## src/rtl/pipe_hazard_ctrl_if.sv

```systemverilog
// Hazard-control bundle: ID/EX hazard inputs from the pipeline and the
// per-stage enable/flush controls returned to it.
interface pipe_hazard_ctrl_if #(
  parameter int unsigned CNT_W = 16
);
  logic [3:0]       id_rs;
  logic [3:0]       id_rt;
  logic             id_uses_rs;
  logic             id_uses_rt;
  logic             id_branch_taken;
  logic             id_halt;
  logic             ex_memread;
  logic [3:0]       ex_rd;
  logic             mem_busy;
  logic             pc_wen;
  logic             if_id_wen;
  logic             if_id_flush;
  logic             id_ex_wen;
  logic             id_ex_flush;
  logic             ex_mem_wen;
  logic             mem_wb_wen;
  logic             halted;
  logic             mem_err;
  logic [CNT_W-1:0] stall_cnt;

  // Pipeline side: supplies hazard info, consumes controls.
  modport master (
    output id_rs, id_rt, id_uses_rs, id_uses_rt, id_branch_taken, id_halt,
           ex_memread, ex_rd, mem_busy,
    input  pc_wen, if_id_wen, if_id_flush, id_ex_wen, id_ex_flush, ex_mem_wen,
           mem_wb_wen, halted, mem_err, stall_cnt
  );

  // Controller side.
  modport slave (
    input  id_rs, id_rt, id_uses_rs, id_uses_rt, id_branch_taken, id_halt,
           ex_memread, ex_rd, mem_busy,
    output pc_wen, if_id_wen, if_id_flush, id_ex_wen, id_ex_flush, ex_mem_wen,
           mem_wb_wen, halted, mem_err, stall_cnt
  );
endinterface

```

## src/rtl/pipe_hazard_ctrl.sv

```systemverilog
// Stall/flush controller for the 5-stage pipeline: load-use bubbles, branch
// squash, memory-busy freeze, HLT drain, stall counter and memory timeout flag.
module pipe_hazard_ctrl #(
  parameter int unsigned DRAIN_CYCLES = 3,
  parameter int unsigned MEM_TIMEOUT  = 64,
  parameter int unsigned CNT_W        = 16
) (
  input logic              clk,
  input logic              rst,
  pipe_hazard_ctrl_if.slave bus
);
  localparam int unsigned DW = (DRAIN_CYCLES > 1) ? $clog2(DRAIN_CYCLES) : 1;
  localparam int unsigned BW = $clog2(MEM_TIMEOUT + 1);

  typedef enum logic [1:0] {StRun, StDrain, StHalted} state_e;

  state_e           state_q, state_d;
  logic [DW-1:0]    drain_cnt_q, drain_cnt_d;
  logic [BW-1:0]    busy_cnt_q, busy_cnt_d;
  logic [CNT_W-1:0] stall_cnt_q, stall_cnt_d;
  logic             mem_err_q, mem_err_d;

  logic freeze, lu, stall_evt;
  logic pc_wen, if_id_wen, if_id_flush, id_ex_wen, id_ex_flush, ex_mem_wen, mem_wb_wen;

  assign freeze = bus.mem_busy && (state_q != StHalted);
  assign lu = bus.ex_memread && (bus.ex_rd != 4'd0) &&
              ((bus.id_uses_rs && (bus.id_rs == bus.ex_rd)) ||
               (bus.id_uses_rt && (bus.id_rt == bus.ex_rd)));
  // Load-use only stalls in RUN; ID contents are don't-care while draining.
  assign stall_evt = (state_q != StHalted) && (freeze || ((state_q == StRun) && lu));

  // Next-state and stage controls, priority HALTED > freeze > DRAIN > lu > branch.
  always_comb begin
    state_d     = state_q;
    drain_cnt_d = drain_cnt_q;
    pc_wen      = 1'b1;
    if_id_wen   = 1'b1;
    if_id_flush = 1'b0;
    id_ex_wen   = 1'b1;
    id_ex_flush = 1'b0;
    ex_mem_wen  = 1'b1;
    mem_wb_wen  = 1'b1;
    if (state_q == StHalted || freeze) begin
      pc_wen     = 1'b0;
      if_id_wen  = 1'b0;
      id_ex_wen  = 1'b0;
      ex_mem_wen = 1'b0;
      mem_wb_wen = 1'b0;
    end else begin
      unique case (state_q)
        StDrain: begin
          pc_wen      = 1'b0;
          if_id_flush = 1'b1;
          id_ex_flush = 1'b1;
          drain_cnt_d = drain_cnt_q + 1'b1;
          if (drain_cnt_q == DW'(DRAIN_CYCLES - 1)) state_d = StHalted;
        end
        StRun: begin
          if (lu) begin
            pc_wen      = 1'b0;
            if_id_wen   = 1'b0;
            id_ex_flush = 1'b1;
          end else if (bus.id_halt) begin
            // HLT advances into EX normally; the drain starts next cycle.
            state_d     = StDrain;
            drain_cnt_d = '0;
          end else if (bus.id_branch_taken) begin
            if_id_flush = 1'b1;
          end
        end
        default: state_d = StRun;
      endcase
    end
  end

  // Counter and sticky-flag next-state.
  always_comb begin
    busy_cnt_d  = '0;
    stall_cnt_d = stall_cnt_q;
    mem_err_d   = mem_err_q;
    if (bus.mem_busy) begin
      busy_cnt_d = (busy_cnt_q == BW'(MEM_TIMEOUT)) ? busy_cnt_q : busy_cnt_q + 1'b1;
      if (busy_cnt_q == BW'(MEM_TIMEOUT - 1)) mem_err_d = 1'b1;
    end
    if (stall_evt && (stall_cnt_q != {CNT_W{1'b1}})) stall_cnt_d = stall_cnt_q + 1'b1;
  end

  // State and counter registers.
  always_ff @(posedge clk or posedge rst) begin
    if (rst) begin
      state_q     <= StRun;
      drain_cnt_q <= '0;
      busy_cnt_q  <= '0;
      stall_cnt_q <= '0;
      mem_err_q   <= 1'b0;
    end else begin
      state_q     <= state_d;
      drain_cnt_q <= drain_cnt_d;
      busy_cnt_q  <= busy_cnt_d;
      stall_cnt_q <= stall_cnt_d;
      mem_err_q   <= mem_err_d;
    end
  end

  assign bus.pc_wen      = pc_wen;
  assign bus.if_id_wen   = if_id_wen;
  assign bus.if_id_flush = if_id_flush;
  assign bus.id_ex_wen   = id_ex_wen;
  assign bus.id_ex_flush = id_ex_flush;
  assign bus.ex_mem_wen  = ex_mem_wen;
  assign bus.mem_wb_wen  = mem_wb_wen;
  assign bus.halted      = (state_q == StHalted);
  assign bus.mem_err     = mem_err_q;
  assign bus.stall_cnt   = stall_cnt_q;
endmodule
```

## src/flat_wrapper.sv

```systemverilog
// flat-port wrapper written by rule: the top's interface ports become plain ports
module pipe_hazard_ctrl_flat 
#(
  parameter int unsigned DRAIN_CYCLES = 3,
  parameter int unsigned MEM_TIMEOUT  = 64,
  parameter int unsigned CNT_W        = 16
)
  (clk, rst, bus_id_rs, bus_id_rt, bus_id_uses_rs, bus_id_uses_rt, bus_id_branch_taken, bus_id_halt, bus_ex_memread, bus_ex_rd, bus_mem_busy, bus_pc_wen, bus_if_id_wen, bus_if_id_flush, bus_id_ex_wen, bus_id_ex_flush, bus_ex_mem_wen, bus_mem_wb_wen, bus_halted, bus_mem_err, bus_stall_cnt);
  pipe_hazard_ctrl_if #(.CNT_W(CNT_W)) bus_i ();
  input logic clk;
  input logic rst;
  input wire logic [$bits(bus_i.id_rs)-1:0] bus_id_rs;
  input wire logic [$bits(bus_i.id_rt)-1:0] bus_id_rt;
  input wire logic [$bits(bus_i.id_uses_rs)-1:0] bus_id_uses_rs;
  input wire logic [$bits(bus_i.id_uses_rt)-1:0] bus_id_uses_rt;
  input wire logic [$bits(bus_i.id_branch_taken)-1:0] bus_id_branch_taken;
  input wire logic [$bits(bus_i.id_halt)-1:0] bus_id_halt;
  input wire logic [$bits(bus_i.ex_memread)-1:0] bus_ex_memread;
  input wire logic [$bits(bus_i.ex_rd)-1:0] bus_ex_rd;
  input wire logic [$bits(bus_i.mem_busy)-1:0] bus_mem_busy;
  output wire logic [$bits(bus_i.pc_wen)-1:0] bus_pc_wen;
  output wire logic [$bits(bus_i.if_id_wen)-1:0] bus_if_id_wen;
  output wire logic [$bits(bus_i.if_id_flush)-1:0] bus_if_id_flush;
  output wire logic [$bits(bus_i.id_ex_wen)-1:0] bus_id_ex_wen;
  output wire logic [$bits(bus_i.id_ex_flush)-1:0] bus_id_ex_flush;
  output wire logic [$bits(bus_i.ex_mem_wen)-1:0] bus_ex_mem_wen;
  output wire logic [$bits(bus_i.mem_wb_wen)-1:0] bus_mem_wb_wen;
  output wire logic [$bits(bus_i.halted)-1:0] bus_halted;
  output wire logic [$bits(bus_i.mem_err)-1:0] bus_mem_err;
  output wire logic [$bits(bus_i.stall_cnt)-1:0] bus_stall_cnt;
  assign bus_i.id_rs = bus_id_rs;
  assign bus_i.id_rt = bus_id_rt;
  assign bus_i.id_uses_rs = bus_id_uses_rs;
  assign bus_i.id_uses_rt = bus_id_uses_rt;
  assign bus_i.id_branch_taken = bus_id_branch_taken;
  assign bus_i.id_halt = bus_id_halt;
  assign bus_i.ex_memread = bus_ex_memread;
  assign bus_i.ex_rd = bus_ex_rd;
  assign bus_i.mem_busy = bus_mem_busy;
  assign bus_pc_wen = bus_i.pc_wen;
  assign bus_if_id_wen = bus_i.if_id_wen;
  assign bus_if_id_flush = bus_i.if_id_flush;
  assign bus_id_ex_wen = bus_i.id_ex_wen;
  assign bus_id_ex_flush = bus_i.id_ex_flush;
  assign bus_ex_mem_wen = bus_i.ex_mem_wen;
  assign bus_mem_wb_wen = bus_i.mem_wb_wen;
  assign bus_halted = bus_i.halted;
  assign bus_mem_err = bus_i.mem_err;
  assign bus_stall_cnt = bus_i.stall_cnt;
  pipe_hazard_ctrl #(.DRAIN_CYCLES(DRAIN_CYCLES), .MEM_TIMEOUT(MEM_TIMEOUT), .CNT_W(CNT_W)) u_core (.clk(clk), .rst(rst), .bus(bus_i));
endmodule
```

## config.mk

```make
export PLATFORM = sky130hd
export DESIGN_NAME = pipe_hazard_ctrl_flat
export DESIGN_NICKNAME = d
export VERILOG_FILES = /design/src/rtl/pipe_hazard_ctrl_if.sv /design/src/rtl/pipe_hazard_ctrl.sv /design/src/flat_wrapper.sv
export SDC_FILE = /design/constraint.sdc
export NUM_CORES = 1
export LEC_CHECK = 0
export ABC_AREA = 1
export ABC_CLOCK_PERIOD_IN_PS = 2100
export CORE_ASPECT_RATIO = 0.9
export CORE_UTILIZATION = 49
export DETAILED_ROUTE_END_ITERATION = 16
export PLACE_DENSITY = 0.82
export SETUP_SLACK_MARGIN = 0.05
export SLEW_MARGIN = 30
export SYNTH_ARGS = -nofsm -noshare
export SYNTH_HDL_FRONTEND = slang
export SYNTH_SLANG_ARGS = --single-unit
```

## constraint.sdc

```tcl
create_clock -name clk -period 2.1 [get_ports clk]
set_input_delay 0.63 -clock clk [delete_from_list [all_inputs] [get_ports clk]]
set_output_delay 0.63 -clock clk [all_outputs]
set_load 0.01 [all_outputs]
```

* Word-level counts from Yosys, hierarchy flattened
Cells that the tools add are included.
Word-level totals: output and inout bits 25, bits in registers 28, bits of input ports 20
Cells by class: mux-type cells 23, reductions and logical operators 17, bitwise gates (word level) 1, add/sub/neg operators 3, equality and inequality tests 13
Operator list (count):
- 16-bit by 1-bit adder with 16-bit output (second input constant) | 1
- 16-bit != test (second input constant) | 1
- 7-bit two-way mux | 2
- 1-bit two-way mux | 11
- 2-bit two-way mux | 5
- 4-bit equality test | 2
- 1-bit logical AND | 8
- 2-bit != test (second input constant) | 4
- 2-bit one-hot mux with 2 select lines | 2
- 4-bit AND reduction | 2
- 7-bit by 1-bit adder with 7-bit output (second input constant) | 1
- 7-bit by 6-bit equality test with 1-bit output (second input constant) | 1
- 7-bit equality test (second input constant) | 1
- 1-bit one-hot mux with 2 select lines | 3
- 2-bit equality test (second input constant) | 2
- 4-bit nonzero test | 1
- 1-bit logical OR | 3
- 2-bit by 1-bit adder with 2-bit output (second input constant) | 1
- 2-bit by 1-bit equality test with 1-bit output (second input constant) | 1
- 2-bit logical NOT | 1
- 2-bit by 1-bit != test with 1-bit output (second input constant) | 1
- 2-bit AND reduction | 1
- 2-bit nonzero test | 1
- 1-bit NOT | 1

* Longest topological paths before layout
Gate-level depths: netlist of run 1.
depth in word-level cells 8, mapped depth 12, mapped depth without buffers 11

* Worst setup path after synthesis of run 1
OpenSTA, ideal clock, no wires.
kind input-to-output, start input port bus_mem_busy, end output port bus_id_ex_flush, required time 1470 ps, path buffers 1, path slack -37 ps, arrival 1507 ps, stages 4, cells stage by stage clkbuf_1 nor2_1 inv_1 a21oi_1
On the way: word-level cells in the longest chain between the ends 3
RTL lines:
- from (decl) | RTL line flat_wrapper.sv:20 | input wire logic [$bits(bus_i.mem_busy)-1:0] bus_mem_busy;
- 1-bit logical AND | RTL line pipe_hazard_ctrl.sv:26 | assign freeze = bus.mem_busy && (state_q != StHalted);
- 1-bit logical OR | RTL line pipe_hazard_ctrl.sv:44 | if (state_q == StHalted || freeze) begin
- 1-bit two-way mux | RTL line pipe_hazard_ctrl.sv:44
- to (decl) | RTL line flat_wrapper.sv:25 | output wire logic [$bits(bus_i.id_ex_flush)-1:0] bus_id_ex_flush;
Every way passes these cells.

* Final worst setup path of run 1
start input port bus_ex_rd[1], end output port bus_id_ex_flush
On the way: word-level cells in the longest chain between the ends 7, elaborated cells between the ends (all ways) 11, classes of those cells 2 x eq/ne; 3 x mux; 6 x reduce/logical
RTL lines:
- from (decl) | RTL line flat_wrapper.sv:19 | input wire logic [$bits(bus_i.ex_rd)-1:0] bus_ex_rd;
- 4-bit equality test (on tied branches) | RTL line pipe_hazard_ctrl.sv:28, pipe_hazard_ctrl.sv:29
- 1-bit logical AND (on tied branches) | RTL line pipe_hazard_ctrl.sv:28, pipe_hazard_ctrl.sv:29
- 1-bit logical OR | RTL line pipe_hazard_ctrl.sv:28 | ((bus.id_uses_rs && (bus.id_rs == bus.ex_rd)) ||
- 1-bit logical AND (*) | RTL line pipe_hazard_ctrl.sv:27 | assign lu = bus.ex_memread && (bus.ex_rd != 4'd0) &&
- 1-bit two-way mux (*) | RTL line pipe_hazard_ctrl.sv:60 | if (lu) begin
- 1-bit one-hot mux with 2 select lines (*) | RTL line pipe_hazard_ctrl.sv:51 | unique case (state_q)
- 1-bit two-way mux (*) | RTL line pipe_hazard_ctrl.sv:44
Every way passes the cells marked *; elsewhere a longest branch is shown, timed or not.

==> impl_metrics.yaml, run 1 <==
timing:
  setup-tns-final_ns: -0.435
  period_needed_ns: 2.23
  period_share_pct: 106
  rsz0062_at_grt: "yes"
  tightest_slew_ns: 0.344
  hold_ws_ns: 0.502
  drv_slew: 0
  finClkSkew_ns: 0.00534
  setup_viol: 4
  slew_headroom_pct: 76.8
  fin_ws_ns: -0.128
  max_freq_mhz: 449
  finalHoldViolCount: 0
synth:
  netlist_area_mm2: 0.00180
  synth.top_cell.area_share_pct: 39.0
  ys_types: 25
  synth_nets: 292
  synth_top_cell_by_area: "dfrtp_1"
  synth.area.top_cells: "dfrtp_1 39%, nand2_1 17%, inv_1 8.4%, nor2_1 8.4%, nand3_1 8.1%"
  avgSynthCellArea_um2: 6.71
  yosysWarnings: 0
  syn_inst: 268
  synth_seq_cells: 28
  yosysSeqAreaShare_pct: 39.0
cells_and_area:
  final_cell_mix: "74 x nand2_1, 38 x inv_1, 32 x nor2_1, 28 x dfrtp_1, 26 x nand3_1"
  final_nets: 355
  stdcell_area_mm2: 0.00256
  post-route-util_pct: 74.6
  fillers: 273
  final_cells: 374
  ff_latch_area_um2: 701
  multi_input_area_um2: 996
  syn_to_final_growth_pct: 42.2
  drive_gt1_share_pct: 23.6
  n_antenna_cell: 0
  mostFrequentLayoutCell: "nand2_1"
floorplanning:
  fp.dieW_um: 65.9
  start_util_pct: 52.4
  die_area_mm2: 0.00392
  io_pins: 45
  die_h_um: 59.5
  core_mm2: 0.00343
  rows: 20
grt:
  grt_max_degree: 29
  track_usage_pct: 23.1
  grt_overflow: 0
  antenna_found_initial: 0
  grt_pass1_wl_mm: 6.89
  grt_pass1_vias: 1707
place:
  dp.cells: 368
  place_hpwl_mm: 3.03
  place_congestion: 0.824
  placed_cell_area_mm2: 0.00241
  place_ws_ns: -0.978
  io_buffers: 44
detailed_routing:
  wl_per_cell_um: 11.7
  vias: 1837
  finalWirelength_mm: 4.36
  postRouteAntennaNets: 0
  drt_pass1_iterations: 4
  drc: 0
  drt_iter0_markers: 133
  routed_via_density: 4.91
worst_setup_path:
  ff2ff_path_depth: 10
  r2r_slack_ns: 0.27
  worst_setup_path_end_kind: "output port"
  r2r-start: "u_core.bus.stall_cnt[0]$_DFFE_PP0P_"
  endpoint: "bus_id_ex_flush"
  crit_type: "in -> out"
  start_kind: "input pin"
  cp.required_ns: 1.47
  r2r-end: "u_core.bus.stall_cnt[7]$_DFFE_PP0P_"
  startpoint: "bus_ex_rd[1]"
  critPathMaxFanout: 4
  arrival_ns: 1.60
cts:
  root_buffer: "clkbuf_8"
  cts-buffers-inserted: 3
  clkSinkCount: 28
  clkTransAtPathRegs_ns: 0.09
  tritoncts: "yes"
  htree_levels: 1
  clkLatencyLatePin_ns: 0.28
  clockBufferDepth: 2
power:
  ir_drop_mv: 0.842
  totalPowerFinal_mw: 2.05
  powerDensity_mw_per_mm2: 800
  leakage_nw: 1.29
run_status:
  status: "finished, violations left"
  violations: "negative setup slack"
job:
  max_cap_violations: 0
min_path:
  hold_path.class: "reg -> reg"
  worstHoldPathCells: 2
-- worst max-delay path, cell delays in order --
cell     delay (ns)
buf_8          0.09
inv_6          0.04
nand2_2        0.05
nand2_1        0.05
nor2_1         0.17
nand3_2        0.12
nand2_4        0.11
nand3_4        0.09
a21oi_2        0.12
buf_2          0.13
-- sequential cells by signal (all words and copies together) (netlist names) --
signal                flops
u_core.bus.stall_cnt     16
u_core.busy_cnt_q         7
u_core.bus.mem_err        1
u_core.state_q            2
u_core.drain_cnt_q        2
-- what timing repair did --
action / in CTS / in global routing
pin swaps: 23 / 18
resized for setup: 91 / 32
endpoints found under the setup margin: 24 / 7
setup buffers: 1 / 1
hold buffers: 0 / 0
-- cells in the mapped netlist --
cell / n
a21boi_0: 1
a21oi_1: 5
buf_4: 2
buf_6: 2
clkbuf_1: 1
clkinv_1: 1
dfrtp_1: 28
ha_1: 4
inv_1: 40
inv_2: 4
nand2_1: 82
nand2_2: 2
nand2_4: 1
nand3_1: 29
nand3_2: 1
nand3b_1: 2
nand4_1: 4
nor2_1: 40
nor2_2: 1
nor3_1: 4
nor4_1: 2
o21ai_0: 4
o31ai_1: 1
xnor2_1: 2
xor2_1: 5
-- report_power, final --
part	leakage [nW]	internal [mW]	switching [mW]	total [mW]
Clock	0.0357	0.255	0.171	0.426
Sequential	0.373	0.620	0.0763	0.696
Combinational	0.879	0.461	0.464	0.925
-- per-layer routing --
layer  up-vias  track usage (%)  part of all wire [%]
li1        949                -                     -
met1       849             26.6                    42
met2        35             43.4                    54
met3         4             4.23                   3.6
met4         0             6.83                  0.83
met5         -                0                     0
-- worst min path at each step --
stage	startpoint	endpoint
after detailed placement	u_core.bus.mem_err$_DFFE_PP0P_	u_core.bus.mem_err$_DFFE_PP0P_
after global routing	u_core.bus.mem_err$_DFFE_PP0P_	u_core.bus.mem_err$_DFFE_PP0P_
final	u_core.bus.mem_err$_DFFE_PP0P_	u_core.bus.mem_err$_DFFE_PP0P_
after floorplan	u_core.drain_cnt_q[1]$_DFFE_PP0P_	u_core.drain_cnt_q[1]$_DFFE_PP0P_
after global placement	u_core.bus.mem_err$_DFFE_PP0P_	u_core.bus.mem_err$_DFFE_PP0P_
after CTS	u_core.bus.mem_err$_DFFE_PP0P_	u_core.bus.mem_err$_DFFE_PP0P_
-- final cells by class --
type,instances,share of cell area [%]
clock inverters,1,1.17
multi-input cells,190,38.9
repair buffers,63,21.9
well taps,44,2.15
clock buffers,3,1.61
flip-flops and latches,28,27.4
inverters,45,6.85
-- cells by family after synthesis --
| family | share of synthesized area, % |
|---|---|
| buf+inv | 11.7 |
| compound gates | 3.34 |
| xor+xnor | 3.41 |
| simple gates | 39.8 |
| flops | 39.0 |
| fa+ha+maj | 2.78 |
Note: power is estimated with default switching activity, not from simulation.
==> run 2: changes to the inputs <==
CTS_CLUSTER_DIAMETER = 40   (was not set)
==> results of run 2 <==
The final DEF is identical to that of run 1; final timing and power are the same.
==> run 3: changes to the inputs <==
GPL_ROUTABILITY_DRIVEN = 0   (was not set)
==> results of run 3 <==
The final DEF is identical to that of run 1; final timing and power are the same.
==> edit, RTL diff (flow settings as in run 1) <==
`MEM_TIMEOUT` is set to 64 in 2 places; all go to 32.
--- a/src/rtl/pipe_hazard_ctrl.sv
+++ b/src/rtl/pipe_hazard_ctrl.sv
@@ -4,3 +4,3 @@
   parameter int unsigned DRAIN_CYCLES = 3,
-  parameter int unsigned MEM_TIMEOUT  = 64,
+  parameter int unsigned MEM_TIMEOUT  = 32,
   parameter int unsigned CNT_W        = 16
--- a/src/flat_wrapper.sv
+++ b/src/flat_wrapper.sv
@@ -4,3 +4,3 @@
   parameter int unsigned DRAIN_CYCLES = 3,
-  parameter int unsigned MEM_TIMEOUT  = 64,
+  parameter int unsigned MEM_TIMEOUT  = 32,
   parameter int unsigned CNT_W        = 16
Check against the original RTL: same outputs for any inputs over 10 cycles, from zero or initial values and one cycle with rst high; that may be too few to reach the edited logic, so the function may still have changed.
==> edit against run 1 <==
The flow still finishes with violations (setup timing). Largest cell class unchanged. Count of clock-buffer cells in the layout did not move. Worst setup slack improved by 33 ps. Die area fell by 3.5%. Final area fell by 4.1%. Critical endpoint unchanged. Power fell by 11%. Routed wire length fell by 2.4%. Synthesized cell count fell by 5.2%. Clock power fell by 27%. Utilization fell by 2.0 points. Synthesized area fell by 3.6%. Sequential cell count fell by 1. Non-clock buffer count did not move. Critical path type unchanged.
==> edit: results (changes against run 1) <==
Placed design
  • HPWL Detailed: 2870 um (-5.0%)
  • Area of placed instances: 2300 um^2 (-4.6%)
  • Inst Count DP: 350 (-4.9%)
  • Setup WS pre-CTS: -926 ps (+51.6 ps)
  • Gpl congestion: 0.827 (+0.46%)

STA
  • Setup Viol. Count Final: 4 (unchanged)
  • Setup ws final: -94.6 ps (+33.4 ps)
  • Setup TNS: -273 ps (+162 ps)

Finish
  • Inverter count: 41 (-8.9%)
  • Register area: 676 um^2 (-3.6%)
  • Clk cell area share: 0.0199 (-0.00800)
  • Nets: 341 (-3.9%)
  • Num sequential: 27 (-3.6%)
  • Area growth, synth to finish: 41.6%
  • Fill cells: 269 (-1.5%)
  • Non-clock buffer share: 0.233 (+0.0144)

Logic synthesis
  • Net count after synthesis: 278 (-4.8%)
  • Post-Synthesis Cell Area: 1730 um^2 (-3.6%)
  • Post-synthesis xor/xnor area fraction: 0.0404 (+0.00633)
  • Synth area leaders: dfrtp_1 (39%), nand2_1 (17%), nand3_1 (9.2%), inv_1 (8.4%), nor2_1 (6.9%)
  • Synthesized-area fraction occupied by adder cells: 0.0289 (+0.00105)
  • Synth Area in Compound Gates: 0.0534 (+0.0200)
  • Synth top area share: 0.390 (about the same)
  • Synth top cells by count: nand2_1 (77), inv_1 (39), nand3_1 (32), nor2_1 (32), dfrtp_1 (27)

Run status
  • Violated checks: setup timing
  • Outcome: complete, but fails checks

Routing
  • Metal3 WL: 129 um (-19%)
  • Met2 routed WL: 2140 um (-8.6%)
  • Initial DRC Count: 72 (-46%)
  • Wire per inst: 11.8 um (+1.4%)

GRT
  • Global-route wire length before repair: 6550 um (-5.0%)
  • Met1 Resource Use GR: 0.293 (+0.0269)
  • Met3 usage: 0.0349 (-0.00742)
  • Pin count of the biggest net entering global routing: 28 (-3.4%)

Power
  • Combinational power: 0.808 mW (-13%)
  • Peak supply drop: 0.790 mV (-6.2%)
  • Sequential power: 0.695 mW (about the same)
  • Internal Dissipation: 1.14 mW (-15%)
  • Leak: 1.25 nW (-3.3%)
  • Combinational Power Share: 0.445 (-0.007)

Worst setup path
  • Worst Path Max Fanout: 3 (-1)
  • Slowest cell on the critical path: xnor2_1
  • CP arrival: 1560 ps (-40 ps)

Clock tree
  • Post-CTS Setup Bufs: 4 (+3)
  • CTS resizes: 83 (-8.8%)
[edit: cell count changes in the layout (fill, tap and decap cells not counted), moves of 2 or more]
cell / delta
inv_1: -2
nor2_1: -5
inv_2: -2
clkbuf_2: -4
nand2_4: -2
inv_4: +2
nand2_1: -6
xnor2_1: +2
clkdlybuf4s15_1: +5
nor2_2: -4
nand3_1: +5
nand3_2: -2
o21ai_0: +2
[edit: path summary, 6_finish.rpt]
path                                              start                  endpoint  slack [ps]  depth (start not counted)
worst max-delay path                       bus_id_rt[0]           bus_id_ex_flush         -90                          7
worst max register to register  u_core.bus.stall_cnt[0]  u_core.bus.stall_cnt[15]         260                          9
worst min register to register    u_core.drain_cnt_q[1]     u_core.drain_cnt_q[1]         490                          2
worst min-delay path              u_core.drain_cnt_q[1]     u_core.drain_cnt_q[1]         490                          2
min in group asynchronous                           rst  u_core.bus.stall_cnt[14]         700                          3
max in group asynchronous                           rst   u_core.bus.stall_cnt[5]        1140                          3
